$ cat config.mk
export PLATFORM = sky130hd
export DESIGN_NAME = cen_scheduler
export DESIGN_NICKNAME = d
export VERILOG_FILES = /design/src/rtl/cen_scheduler.sv
export SDC_FILE = /design/constraint.sdc
export NUM_CORES = 1
export LEC_CHECK = 0
export ABC_AREA = 1
export CAP_MARGIN = 20
export CELL_PAD_IN_SITES_DETAIL_PLACEMENT = 1
export CELL_PAD_IN_SITES_GLOBAL_PLACEMENT = 2
export CORE_ASPECT_RATIO = 2
export CORE_MARGIN = 4
export CORE_UTILIZATION = 35
export CTS_CLUSTER_SIZE = 24
export DETAILED_ROUTE_END_ITERATION = 10
export PLACE_DENSITY_LB_ADDON = 0.3
export SYNTH_ARGS = -nofsm -noshare
export SYNTH_HDL_FRONTEND = slang
export SYNTH_SLANG_ARGS = --single-unit
$ cat constraint.sdc
create_clock -name clk -period 3.25 [get_ports clk]
set_clock_uncertainty 0.05 [all_clocks]
set_input_delay 0.325 -clock clk [delete_from_list [all_inputs] [get_ports clk]]
set_output_delay 0.325 -clock clk [all_outputs]
set_load 0.02 [all_outputs]
$ cat src/rtl/cen_scheduler.sv
// Per-channel clock-enable divider with clear/preset hold sequencer; 1-cycle registered latency.
// No backpressure: requests are sampled every cycle and a newer request restarts the hold.
module cen_scheduler #(
    parameter int W    = 4,
    parameter int DIVW = 8,
    parameter int HOLD = 4
) (
    input  logic              clk,
    input  logic              rst_n,
    input  logic              enable,
    input  logic              sync,
    input  logic [W*DIVW-1:0] period,
    input  logic [W-1:0]      clr_req,
    input  logic [W-1:0]      set_req,
    output logic [W-1:0]      cen,
    output logic [W-1:0]      clr,
    output logic [W-1:0]      set,
    output logic [W-1:0]      busy
);

    typedef enum logic [1:0] {
        RUN      = 2'd0,
        HOLD_CLR = 2'd1,
        HOLD_SET = 2'd2
    } state_e;

    for (genvar i = 0; i < W; i++) begin : g_ch
        state_e          state_q, state_d;
        logic [DIVW-1:0] cnt_q, cnt_d;
        logic [DIVW-1:0] per_raw, per_eff;
        logic [3:0]      hold_q, hold_d;
        logic            cen_q, cen_d;
        logic            clr_q, clr_d;
        logic            set_q, set_d;

        assign per_raw = period[i*DIVW +: DIVW];
        // A zero period would allow back-to-back strobes; clamp to 1.
        assign per_eff = (per_raw == '0) ? DIVW'(1) : per_raw;

        always_comb begin
            state_d = state_q;
            cnt_d   = cnt_q;
            hold_d  = hold_q;
            cen_d   = 1'b0;
            clr_d   = 1'b0;
            set_d   = 1'b0;
            if (clr_req[i]) begin
                state_d = HOLD_CLR;
                hold_d  = 4'(HOLD);
                cnt_d   = '0;
                clr_d   = 1'b1;
            end else if (set_req[i]) begin
                state_d = HOLD_SET;
                hold_d  = 4'(HOLD);
                cnt_d   = '0;
                set_d   = 1'b1;
            end else begin
                case (state_q)
                    RUN: begin
                        if (sync) begin
                            cnt_d = '0;
                        end else if (enable) begin
                            if (cnt_q >= per_eff) begin
                                cnt_d = '0;
                                cen_d = 1'b1;
                            end else begin
                                cnt_d = cnt_q + DIVW'(1);
                            end
                        end
                    end
                    HOLD_CLR, HOLD_SET: begin
                        // hold_q counts the assertion cycles still owed, including the current one.
                        if (hold_q <= 4'd1) begin
                            state_d = RUN;
                            hold_d  = '0;
                            cnt_d   = '0;
                        end else begin
                            hold_d = hold_q - 4'd1;
                            clr_d  = (state_q == HOLD_CLR);
                            set_d  = (state_q == HOLD_SET);
                        end
                    end
                    default: begin
                        state_d = RUN;
                        cnt_d   = '0;
                    end
                endcase
            end
        end

        always_ff @(posedge clk or negedge rst_n) begin
            if (!rst_n) begin
                state_q <= RUN;
                cnt_q   <= '0;
                hold_q  <= '0;
                cen_q   <= 1'b0;
                clr_q   <= 1'b0;
                set_q   <= 1'b0;
            end else begin
                state_q <= state_d;
                cnt_q   <= cnt_d;
                hold_q  <= hold_d;
                cen_q   <= cen_d;
                clr_q   <= clr_d;
                set_q   <= set_d;
            end
        end

        assign cen[i]  = cen_q;
        assign clr[i]  = clr_q;
        assign set[i]  = set_q;
        assign busy[i] = (state_q != RUN);
    end

endmodule

==> results of run 1 <==
-- cell families (layout without fill, tap and decap cells) --
family	count (synthesis)	in the layout	synth area share
AOI/OAI and AO/OA	78	78	0.0954
xor gates and xnor gates	11	11	0.0199
adders and majority gates	56	56	0.145
buffers and inverters	143	204	0.122
DFF	68	68	0.352
and+or+nand+nor	289	289	0.267
-- worst max-delay path by stage --
stage | end | start | cells past startpoint | slack (ns)
6_report | g_ch[0].cnt_q[1] | period[4] | 13 | 1.15
4_1_cts | g_ch[0].cnt_q[1] | period[4] | 13 | 1.09
5_1_grt | g_ch[3].cnt_q[1] | period[25] | 15 | 0.91
3_5_place_dp | g_ch[0].cnt_q[1] | period[4] | 13 | 0.74
3_3_place_gp | g_ch[2].cnt_q[1] | period[21] | 14 | 0.79
2_1_floorplan | g_ch[3].cnt_q[7] | period[29] | 14 | 1.54
-- critical path: stages --
cell and delay, ns:
clkdlybuf4s50_1 0.45, inv_1 0.06, nand3_1 0.09, nor3_1 0.05, a31o_2 0.20, ha_1 0.27, nand2_1 0.06, nor2_1 0.04
nor2_1 0.08, nand2_1 0.07, nand2_1 0.15, nand3_1 0.22, o21ai_0 0.22
-- layer usage --
layer / wire (µm) / share of wire / vias to the layer above / global-route usage
met1: 4790 / 0.38 / 2057 / 0.167
met4: 180 / 0.014 / 0 / 0.0510
met3: 334 / 0.026 / 12 / 0.0303
met2: 7460 / 0.58 / 65 / 0.346
li1: - / - / 2159 / -
met5: 0 / 0 / - / 0
-- per-stage QoR --
stage | std cells | setup WS (ns) | area [µm²]
3_3_place_gp | 846 | 0.792 | 5520
4_1_cts | 861 | 1.09 | 5790
2_1_floorplan | 645 | 1.54 | 4840
6_report | 861 | 1.15 | 5790
3_5_place_dp | 846 | 0.745 | 5520
5_1_grt | 861 | 0.906 | 5790
-- registers in the layout (all words and copies together), names as in the netlist --
signal and cells:
g_ch.cen_q 4, g_ch.cnt_q 32, g_ch.clr_q 4, g_ch.set_q 4
g_ch.state_q 8, g_ch.hold_q 16
-- area by class of cell --
type                    instances  area [µm²]  area share
flip-flops and latches         68        1700       0.294
inverters                     129         484      0.0836
clock inverters                 2        10.0     0.00173
well taps                     155         194      0.0335
multi-input cells             434        2550       0.440
clock buffers                  13         260      0.0449
repair buffers                 60         593       0.102
-- cell usage in the layout (no fill, tap or decap), types with 7 or more instances in the layout --
master,instances
nor2_1,47
ha_1,56
nand4_1,18
nor3_1,9
clkdlybuf4s50_1,58
xor2_1,7
a21oi_1,26
nand3_1,49
o21ai_0,23
nand2_2,8
clkbuf_16,9
dfrtp_1,68
nand2_1,145
inv_1,125
-- power breakdown --
group          internal, µW  switching [µW]
sequential              879            22.1
clock                   552             357
combinational           152             220
total                  1580             599
==> reports/metrics.csv, run 1 <==
stage,metric,value,unit
grt,total gr overflow,0,
clocking,Setup Buffers After CTS,0,
yosys,Yosys top cell area share,0.352,
pwr,post-layout total power,2180,µW
pwr,Max VDD drop,0.362,mV
critical_path,worst r2r src,g_ch[0].hold_q[0],
sta,Slew @ Worst Pin,0.919,ns
clocking,Max clock buf depth,2,
clocking,TritonCTS Sinks,68,
place,hpwl dp,10300,µm
drt,vias per inst,4.99,
worst_hold_path,Worst Hold Class,in -> async,
sta,final setup fails,0,
yosys,synth unique cells,32,
floorplanning,Die Span X,91.2,µm
flow_run,max_cap viols,0,
clocking,# resized after CTS,0,
drt,post-route ant nets,0,
critical_path,Critical Path RT,3.44,ns
floorplanning,I/O pin total,60,
yosys,"Cell Area, Synth",0.00484,mm²
yosys,"EDFF count, synth",0,
sta,max_slew headroom,0.388,
floorplanning,Initial Utilization,0.358,
drt,routed len/inst,14.8,µm
sta,Tcrit/Tclk final,0.645,
critical_path,CP max FO,5,
sta,Max Slew Vio Count,0,
sta,Fmax,0.477,GHz
sta,Total Neg Setup Slack,0,ns
place,Port Buffers,59,
yosys,Syn Inst Count,645,
clocking,CTS root buf,clkbuf_16,
yosys,Post-synth ARST share,1.00,
yosys,"Seq/Total Area, Yosys",0.352,
critical_path,"Arr. time, crit path",2.29,ns
run_status,outcome,completed,
grt,vias in the first global route,4866,
floorplanning,row cnt,60,
drt,Total Wirelength,12800,µm
drt,drc violations,0,
layout,Final Util,0.429,
yosys,yosys warns,0,
yosys,main flop type after synthesis,dfrtp_1,
sta,Fin. Hold Viols,0,
clocking,Post-CTS Hold Buffers,0,
layout,Layout Nets,802,
grt,GRT Total Usage,0.170,
yosys,"Avg Cell Area, Syn",7.50,µm²
pwr,leakage,0.00293,µW
grt,initial antenna violation count,0,
drt,routed via count,4293,
critical_path,startpoint types,input port,
yosys,Yosys reg bits,68,
sta,crit path time final,2.10,ns
clocking,Worst-path clk slew,0.06,ns
drt,Pre-antenna DRT Iters,4,
layout,ant diodes,0,
place,GP Congestion,0.802,
clocking,H-tree Lvls,3,
yosys,Synth area leaders,"dfrtp_1 35%, ha_1 14%, nand2_1 11%",
floorplanning,Placeable Area,0.0135,mm²
clocking,TritonCTS clock tree,built,
critical_path,Worst Reg2Reg Path Length in Cells,10,
drt,1st-iter DRT viols,118,
sta,Hold Slack,0.135,ns
critical_path,Reg-to-Reg End,g_ch[0].cnt_q[1],
yosys,top-count cell post-synth,nand2_1,
layout,Filler cells,1678,
critical_path,reg2reg setup slack,1.27,ns
layout,share of cells above drive strength 1,0.0567,
floorplanning,total die area,0.0159,mm²
clocking,TritonCTS Buffers,9,
critical_path,CP endpoint kind,register,
floorplanning,height of the die,174,µm
pwr,PD cells,377,mW/mm²
grt,largest net degree at the start of global routing,69,
grt,global-route wire length before repair,21900,µm
layout,area growth from synthesis to layout,19.7,%
critical_path,CP Class,in -> reg,
clocking,later-pin clock latency in the skew report,0.33,ns
sta,RSZ-0062 raised after global routing,no,
yosys,"Net Count, Synth",745,
yosys,Post-synth top cells,"145 x nand2_1, 125 x inv_1, 68 x dfrtp_1",
yosys,post-synth top area cell,dfrtp_1,
Note: power is estimated with default switching activity, not from simulation.
==> inputs of run 2 (changes only) <==
CORE_UTILIZATION = 29   (was 35)
clock period = 1.74 ns   (was 3.25 ns; I/O delays follow)
==> reports/metrics.csv, run 2 (same netlist as run 1, synthesis figures left out) <==
stage,metric,value,unit,change
critical_path,CP endpoint kind,register,,unchanged
sta,Max Slew Vio Count,0,,unchanged
floorplanning,Die Span X,99.3,µm,was 91.2 µm
layout,Largest register FFs,32,,unchanged
drt,routed via count,4715,,was 4293
sta,Slew @ Worst Pin,0.544,ns,was 0.919 ns
grt,largest net degree at the start of global routing,23,,was 69
clocking,TritonCTS Sinks,68,,unchanged
layout,share of cells above drive strength 1,0.230,,was 0.0567
layout,area growth from synthesis to layout,42.4,%,was 19.7%
layout,"Most flops, register",g_ch.cnt_q,,unchanged
place,GP Congestion,0.831,,was 0.802
layout,"commonest non-fill, non-tap cell in the layout",nand2_1,,unchanged
floorplanning,Initial Utilization,0.296,,was 0.358
clocking,TritonCTS Buffers,9,,unchanged
drt,vias per inst,4.73,,was 4.99
pwr,Net Sw Frac,0.273,,was 0.275
clocking,TritonCTS clock tree,built,,unchanged
run_status,outcome,completed,,unchanged
pwr,Int Pwr,3270,µW,was 1580 µW
layout,Final Util,0.421,,was 0.429
pwr,Sw Pwr,1230,µW,was 599 µW
drt,Total Wirelength,14300,µm,was 12800 µm
critical_path,"Arr. time, crit path",1.86,ns,was 2.29 ns
place,hpwl dp,11700,µm,was 10300 µm
pwr,PD cells,652,mW/mm²,was 377 mW/mm²
layout,largest registers,"g_ch.cnt_q (32), g_ch.hold_q (16), g_ch.state_q (8)",,unchanged
pwr,combinational share of power,0.196,,was 0.170
floorplanning,row cnt,66,,was 60
layout,"commonest cells after routing, fill and taps aside","138 x nand2_1, 112 x inv_1, 81 x buf_4",,"was 145 x nand2_1, 125 x inv_1, 68 x dfrtp_1"
layout,ant diodes,0,,unchanged
layout,post-layout instance count excluding filler cells,997,,was 861
place,Place WS,-0.549,ns,was 0.745 ns
floorplanning,total die area,0.0189,mm²,was 0.0159 mm²
drt,post-route ant nets,0,,unchanged
sta,Fin. Hold Viols,0,,unchanged
worst_hold_path,Worst Hold Class,in -> async,,unchanged
sta,Fmax,0.610,GHz,
floorplanning,Placeable Area,0.0164,mm²,was 0.0135 mm²
clocking,Worst-path clk slew,0.06,ns,about the same
pwr,sequential share of power,0.374,,was 0.413
sta,Tcrit/Tclk final,0.942,,
critical_path,startpoint types,register,,was input port
clocking,CTS root buf,clkbuf_16,,unchanged
critical_path,CP max FO,3,,was 5
grt,total gr overflow,0,,unchanged
place,placed cell count,973,,was 846
pwr,Max VDD drop,0.405,mV,was 0.362 mV
critical_path,Critical Path RT,1.96,ns,was 3.44 ns
drt,Pre-antenna DRT Iters,4,,unchanged
pwr,Clock power frac,0.429,,was 0.417
critical_path,Reg-to-Reg End,g_ch[1].cnt_q[7],,was g_ch[0].cnt_q[1]
floorplanning,height of the die,191,µm,was 174 µm
grt,global-route wire length before repair,24400,µm,was 21900 µm
critical_path,worst setup path endpoint,g_ch[1].cnt_q[7],,was g_ch[0].cnt_q[1]
flow_run,max_cap viols,0,,unchanged
clocking,H-tree Lvls,3,,unchanged
clocking,Max clock buf depth,2,,unchanged
layout,Layout Nets,889,,was 802
pwr,leakage,0.00356,µW,was 0.00293 µW
grt,initial antenna violation count,0,,unchanged
layout,Filler cells,2029,,was 1678
critical_path,worst r2r src,g_ch[1].cnt_q[7],,was g_ch[0].hold_q[0]
critical_path,reg2reg setup slack,0.10,ns,was 1.27 ns
grt,GRT Total Usage,0.160,,was 0.170
sta,crit path time final,1.64,ns,
sta,final setup margin,0.101,ns,was 1.15 ns
critical_path,Worst Reg2Reg Path Length in Cells,6,,was 10
sta,Hold Slack,0.307,ns,was 0.135 ns
floorplanning,I/O pin total,60,,unchanged
drt,drc violations,0,,unchanged
sta,max_slew headroom,0.637,,was 0.388
grt,vias in the first global route,5359,,was 4866
clocking,later-pin clock latency in the skew report,0.34,ns,was 0.33 ns
critical_path,CP Class,reg -> reg,,was in -> reg
drt,1st-iter DRT viols,55,,was 118
place,Port Buffers,59,,unchanged
critical_path,CP startpoint,g_ch[1].cnt_q[7],,was period[4]
drt,routed len/inst,14.4,µm,was 14.8 µm
sta,final setup fails,0,,unchanged
run 2: changes by cell type in the layout (fill, tap and decap cells not counted), moves of 7 or more:
cell / previous run / this run
clkdlybuf4s50_1: 58 / 34
dlymetal6s2s_1: 0 / 16
ha_4: 0 / 7
nand3_1: 49 / 42
nand2_1: 145 / 138
buf_4: 1 / 81
inv_1: 125 / 112
inv_2: 4 / 15
ha_1: 56 / 48
dlygate4sd2_1: 0 / 8
run 2: through the flow:
step                TNS [ns]  cell area, µm²  total power, µW
finish                     0            6890             4490
detailed placement    -13.57            6190             2540
global placement      -11.46            6190             2510
floorplan                  0            4840             2120
CTS                        0            6610             4520
global route         -0.0616            6890             4740
run 2: critical path: stages (launching register included):
cell	delay (ns)
dfrtp_1	0.41
ha_1	0.33
a21o_1	0.20
nor2_2	0.19
buf_4	0.15
nand4_1	0.09
a21oi_1	0.14
run 2: worst min path at each step:
stage | endpoint | slack, ns
3_5_place_dp | g_ch[1].cnt_q[5] | 0.14
6_report | g_ch[1].cnt_q[5] | 0.31
2_1_floorplan | g_ch[0].cen_q | -0.17
4_1_cts | g_ch[1].cnt_q[5] | 0.31
5_1_grt | g_ch[1].cnt_q[5] | 0.35
3_3_place_gp | g_ch[1].cnt_q[5] | 0.14
run 2: final cells by class:
type | instances | area, µm² | share of cell area
Clock buffer | 12 | 267 | 0.0387
Timing Repair Buffer | 147 | 1320 | 0.191
Inverter | 129 | 489 | 0.0710
Clock inverter | 3 | 45.0 | 0.00654
Multi-Input combinational cell | 434 | 2810 | 0.408
Sequential cell | 68 | 1700 | 0.247
Tap cell | 204 | 255 | 0.0370
run 2: per-layer routing:
layer	wire length, µm	track usage
met5	0	0
met4	308	0.0626
met3	340	0.0212
met2	8590	0.327
met1	5070	0.156
run 2: timing repair:
action / CTS / global route
pin swaps: 11 / 23
hold buffers: 1 / 0
setup buffers: 2 / 6
resized for setup: 29 / 74
endpoints found under the setup margin: 23 / 40
hold endpoints to repair: 15 / 0
run 2: power by group through the flow:
stage	Combinational (µW)	Clock (µW)	Sequential (µW)
finish	882	1930	1680
global route	990	2060	1690
CTS	842	2000	1680
detailed placement	830	0	1710
global placement	800	0	1710
floorplan	419	0	1700
==> inputs of run 3 (changes only) <==
PLACE_DENSITY = 0.82   (was default)
PLACE_DENSITY_LB_ADDON = default   (was 0.3)
==> reports/metrics.csv, run 3 (same netlist as run 1, synthesis figures left out) <==
stage,metric,value,unit,change
grt,total gr overflow,0,,unchanged
floorplanning,Placeable Area,0.0164,mm²,unchanged
sta,Tcrit/Tclk final,0.948,,was 0.942
drt,1st-iter DRT viols,50,,was 55
grt,vias in the first global route,5421,,was 5359
layout,ant diodes,0,,unchanged
sta,crit path time final,1.65,ns,was 1.64 ns
floorplanning,total die area,0.0189,mm²,unchanged
pwr,leakage,0.00351,µW,was 0.00356 µW
critical_path,CP endpoint kind,output port,,was register
pwr,PD cells,671,mW/mm²,was 652 mW/mm²
drt,routed len/inst,14.5,µm,was 14.4 µm
clocking,TritonCTS clock tree,built,,unchanged
layout,Final Util,0.417,,was 0.421
clocking,Worst-path clk slew,0.06,ns,about the same
floorplanning,Initial Utilization,0.296,,unchanged
layout,area growth from synthesis to layout,40.7,%,was 42.4%
clocking,later-pin clock latency in the skew report,0.34,ns,about the same
grt,GRT Total Usage,0.158,,was 0.160
pwr,Max VDD drop,0.466,mV,was 0.405 mV
clocking,TritonCTS Sinks,68,,unchanged
pwr,post-layout total power,4570,µW,was 4490 µW
critical_path,"Arr. time, crit path",1.43,ns,was 1.86 ns
sta,final setup fails,0,,unchanged
layout,largest registers,"g_ch.cnt_q (32), g_ch.hold_q (16), g_ch.state_q (8)",,unchanged
grt,global-route wire length before repair,24100,µm,was 24400 µm
run_status,outcome,completed,,unchanged
critical_path,startpoint types,register,,unchanged
critical_path,CP Class,reg -> out,,was reg -> reg
place,GP Congestion,0.801,,was 0.831
floorplanning,height of the die,191,µm,unchanged
drt,drc violations,0,,unchanged
layout,Layout Nets,877,,was 889
clocking,H-tree Lvls,3,,unchanged
place,Post-DP Area,0.00613,mm²,was 0.00619 mm²
drt,Total Wirelength,14300,µm,about the same
layout,"commonest cells after routing, fill and taps aside","134 x nand2_1, 107 x inv_1, 68 x dfrtp_1, 68 x buf_4, 48 x ha_1",,"was 138 x nand2_1, 112 x inv_1, 81 x buf_4"
floorplanning,row cnt,66,,unchanged
sta,Total Neg Setup Slack,0,ns,unchanged
sta,Fmax,0.606,GHz,was 0.610 GHz
drt,post-route ant nets,0,,unchanged
drt,routed via count,4692,,was 4715
layout,share of cells above drive strength 1,0.231,,was 0.230
clocking,Max clock buf depth,2,,unchanged
floorplanning,Die Span X,99.3,µm,unchanged
grt,initial antenna violation count,0,,unchanged
flow_run,max_cap viols,0,,unchanged
clocking,TritonCTS Buffers,9,,unchanged
layout,Largest register FFs,32,,unchanged
critical_path,Critical Path RT,1.52,ns,was 1.96 ns
place,Port Buffers,59,,unchanged
sta,Slew @ Worst Pin,0.403,ns,was 0.544 ns
sta,Max Slew Vio Count,0,,unchanged
floorplanning,I/O pin total,60,,unchanged
layout,"Most flops, register",g_ch.cnt_q,,unchanged
clocking,CTS root buf,clkbuf_16,,unchanged
grt,largest net degree at the start of global routing,69,,was 23
layout,Final Instance Area,0.00681,mm²,was 0.00689 mm²
drt,vias per inst,4.76,,was 4.73
worst_hold_path,Worst Hold Class,in -> async,,unchanged
layout,"commonest non-fill, non-tap cell in the layout",nand2_1,,unchanged
sta,max_slew headroom,0.729,,was 0.637
place,hpwl dp,11600,µm,was 11700 µm
critical_path,CP max FO,3,,unchanged
drt,Pre-antenna DRT Iters,4,,unchanged
sta,Fin. Hold Viols,0,,unchanged
## run 3: cell types whose count changed in the layout (fill, tap and decap cells not counted), sizes merged
cell | previous run | this run
dlygate4sd2 | 8 | 9
bufinv | 1 | 2
clkbuf | 12 | 11
clkinv | 0 | 2
buf | 88 | 76
clkdlybuf4s15 | 0 | 1
clkdlybuf4s50 | 34 | 32
clkinvlp | 2 | 1
## run 3: cell type report
class | count | area (µm²)
Clock buffer | 11 | 243
Multi-Input combinational cell | 434 | 2820
Sequential cell | 68 | 1700
Tap cell | 204 | 255
Timing Repair Buffer | 135 | 1220
Fill cell | 1994 | 9540
Inverter | 129 | 487
Clock inverter | 5 | 85.1
## run 3: power by group
group / internal, µW / total (µW) / switching [µW]
clock: 1300 / 2020 / 720
sequential: 1640 / 1680 / 43.1
combinational: 393 / 868 / 474
## run 3: critical path, stage by stage, from the launching register on
cell and delay (ns):
dfrtp_1 0.39, inv_1 0.14, ha_4 0.18, inv_1 0.06, dlygate4sd2_1 0.32
## run 3: routing by layer
layer / share of wire / global-route usage / vias up / wire length (µm)
met5: 0 / 0 / - / 0
met1: 0.34 / 0.142 / 2266 / 4830
li1: - / - / 2325 / -
met2: 0.61 / 0.329 / 73 / 8690
met3: 0.026 / 0.0253 / 28 / 365
met4: 0.027 / 0.0652 / 0 / 388
## run 3: timing repair
action                     4_1_cts  5_1_grt
setup endpoints to repair       32       43
pin swaps                       11       20
hold buffers                     1        0
buffers inserted                 0        3
gates resized for setup         41       74
hold endpoints to repair        68        0
## run 3: worst paths after layout
check / startpoint / endpoint / slack [ns] / cells past startpoint
max in group asynchronous: rst_n / g_ch[0].cnt_q[7] / 0.98 / 3
hold reg to reg: g_ch[2].hold_q[1] / g_ch[2].hold_q[1] / 0.44 / 2
min in group clk: g_ch[2].hold_q[1] / g_ch[2].hold_q[1] / 0.44 / 2
setup reg to reg: g_ch[3].cnt_q[7] / g_ch[3].cnt_q[3] / 0.10 / 8
hold / removal: rst_n / g_ch[1].cnt_q[3] / 0.34 / 3
setup / recovery: g_ch[1].state_q[0] / busy[1] / 0.09 / 4
## run 3: metrics by stage
step / std cells / hold slack (ns) / worst slack [ns]
5_1_grt: 986 / 0.378 / -0.0231
6_report: 986 / 0.344 / 0.0899
2_1_floorplan: 645 / -0.172 / 0.178
4_1_cts: 983 / 0.355 / 0.00965
3_5_place_dp: 966 / 0.178 / -0.505
3_3_place_gp: 966 / 0.176 / -0.432
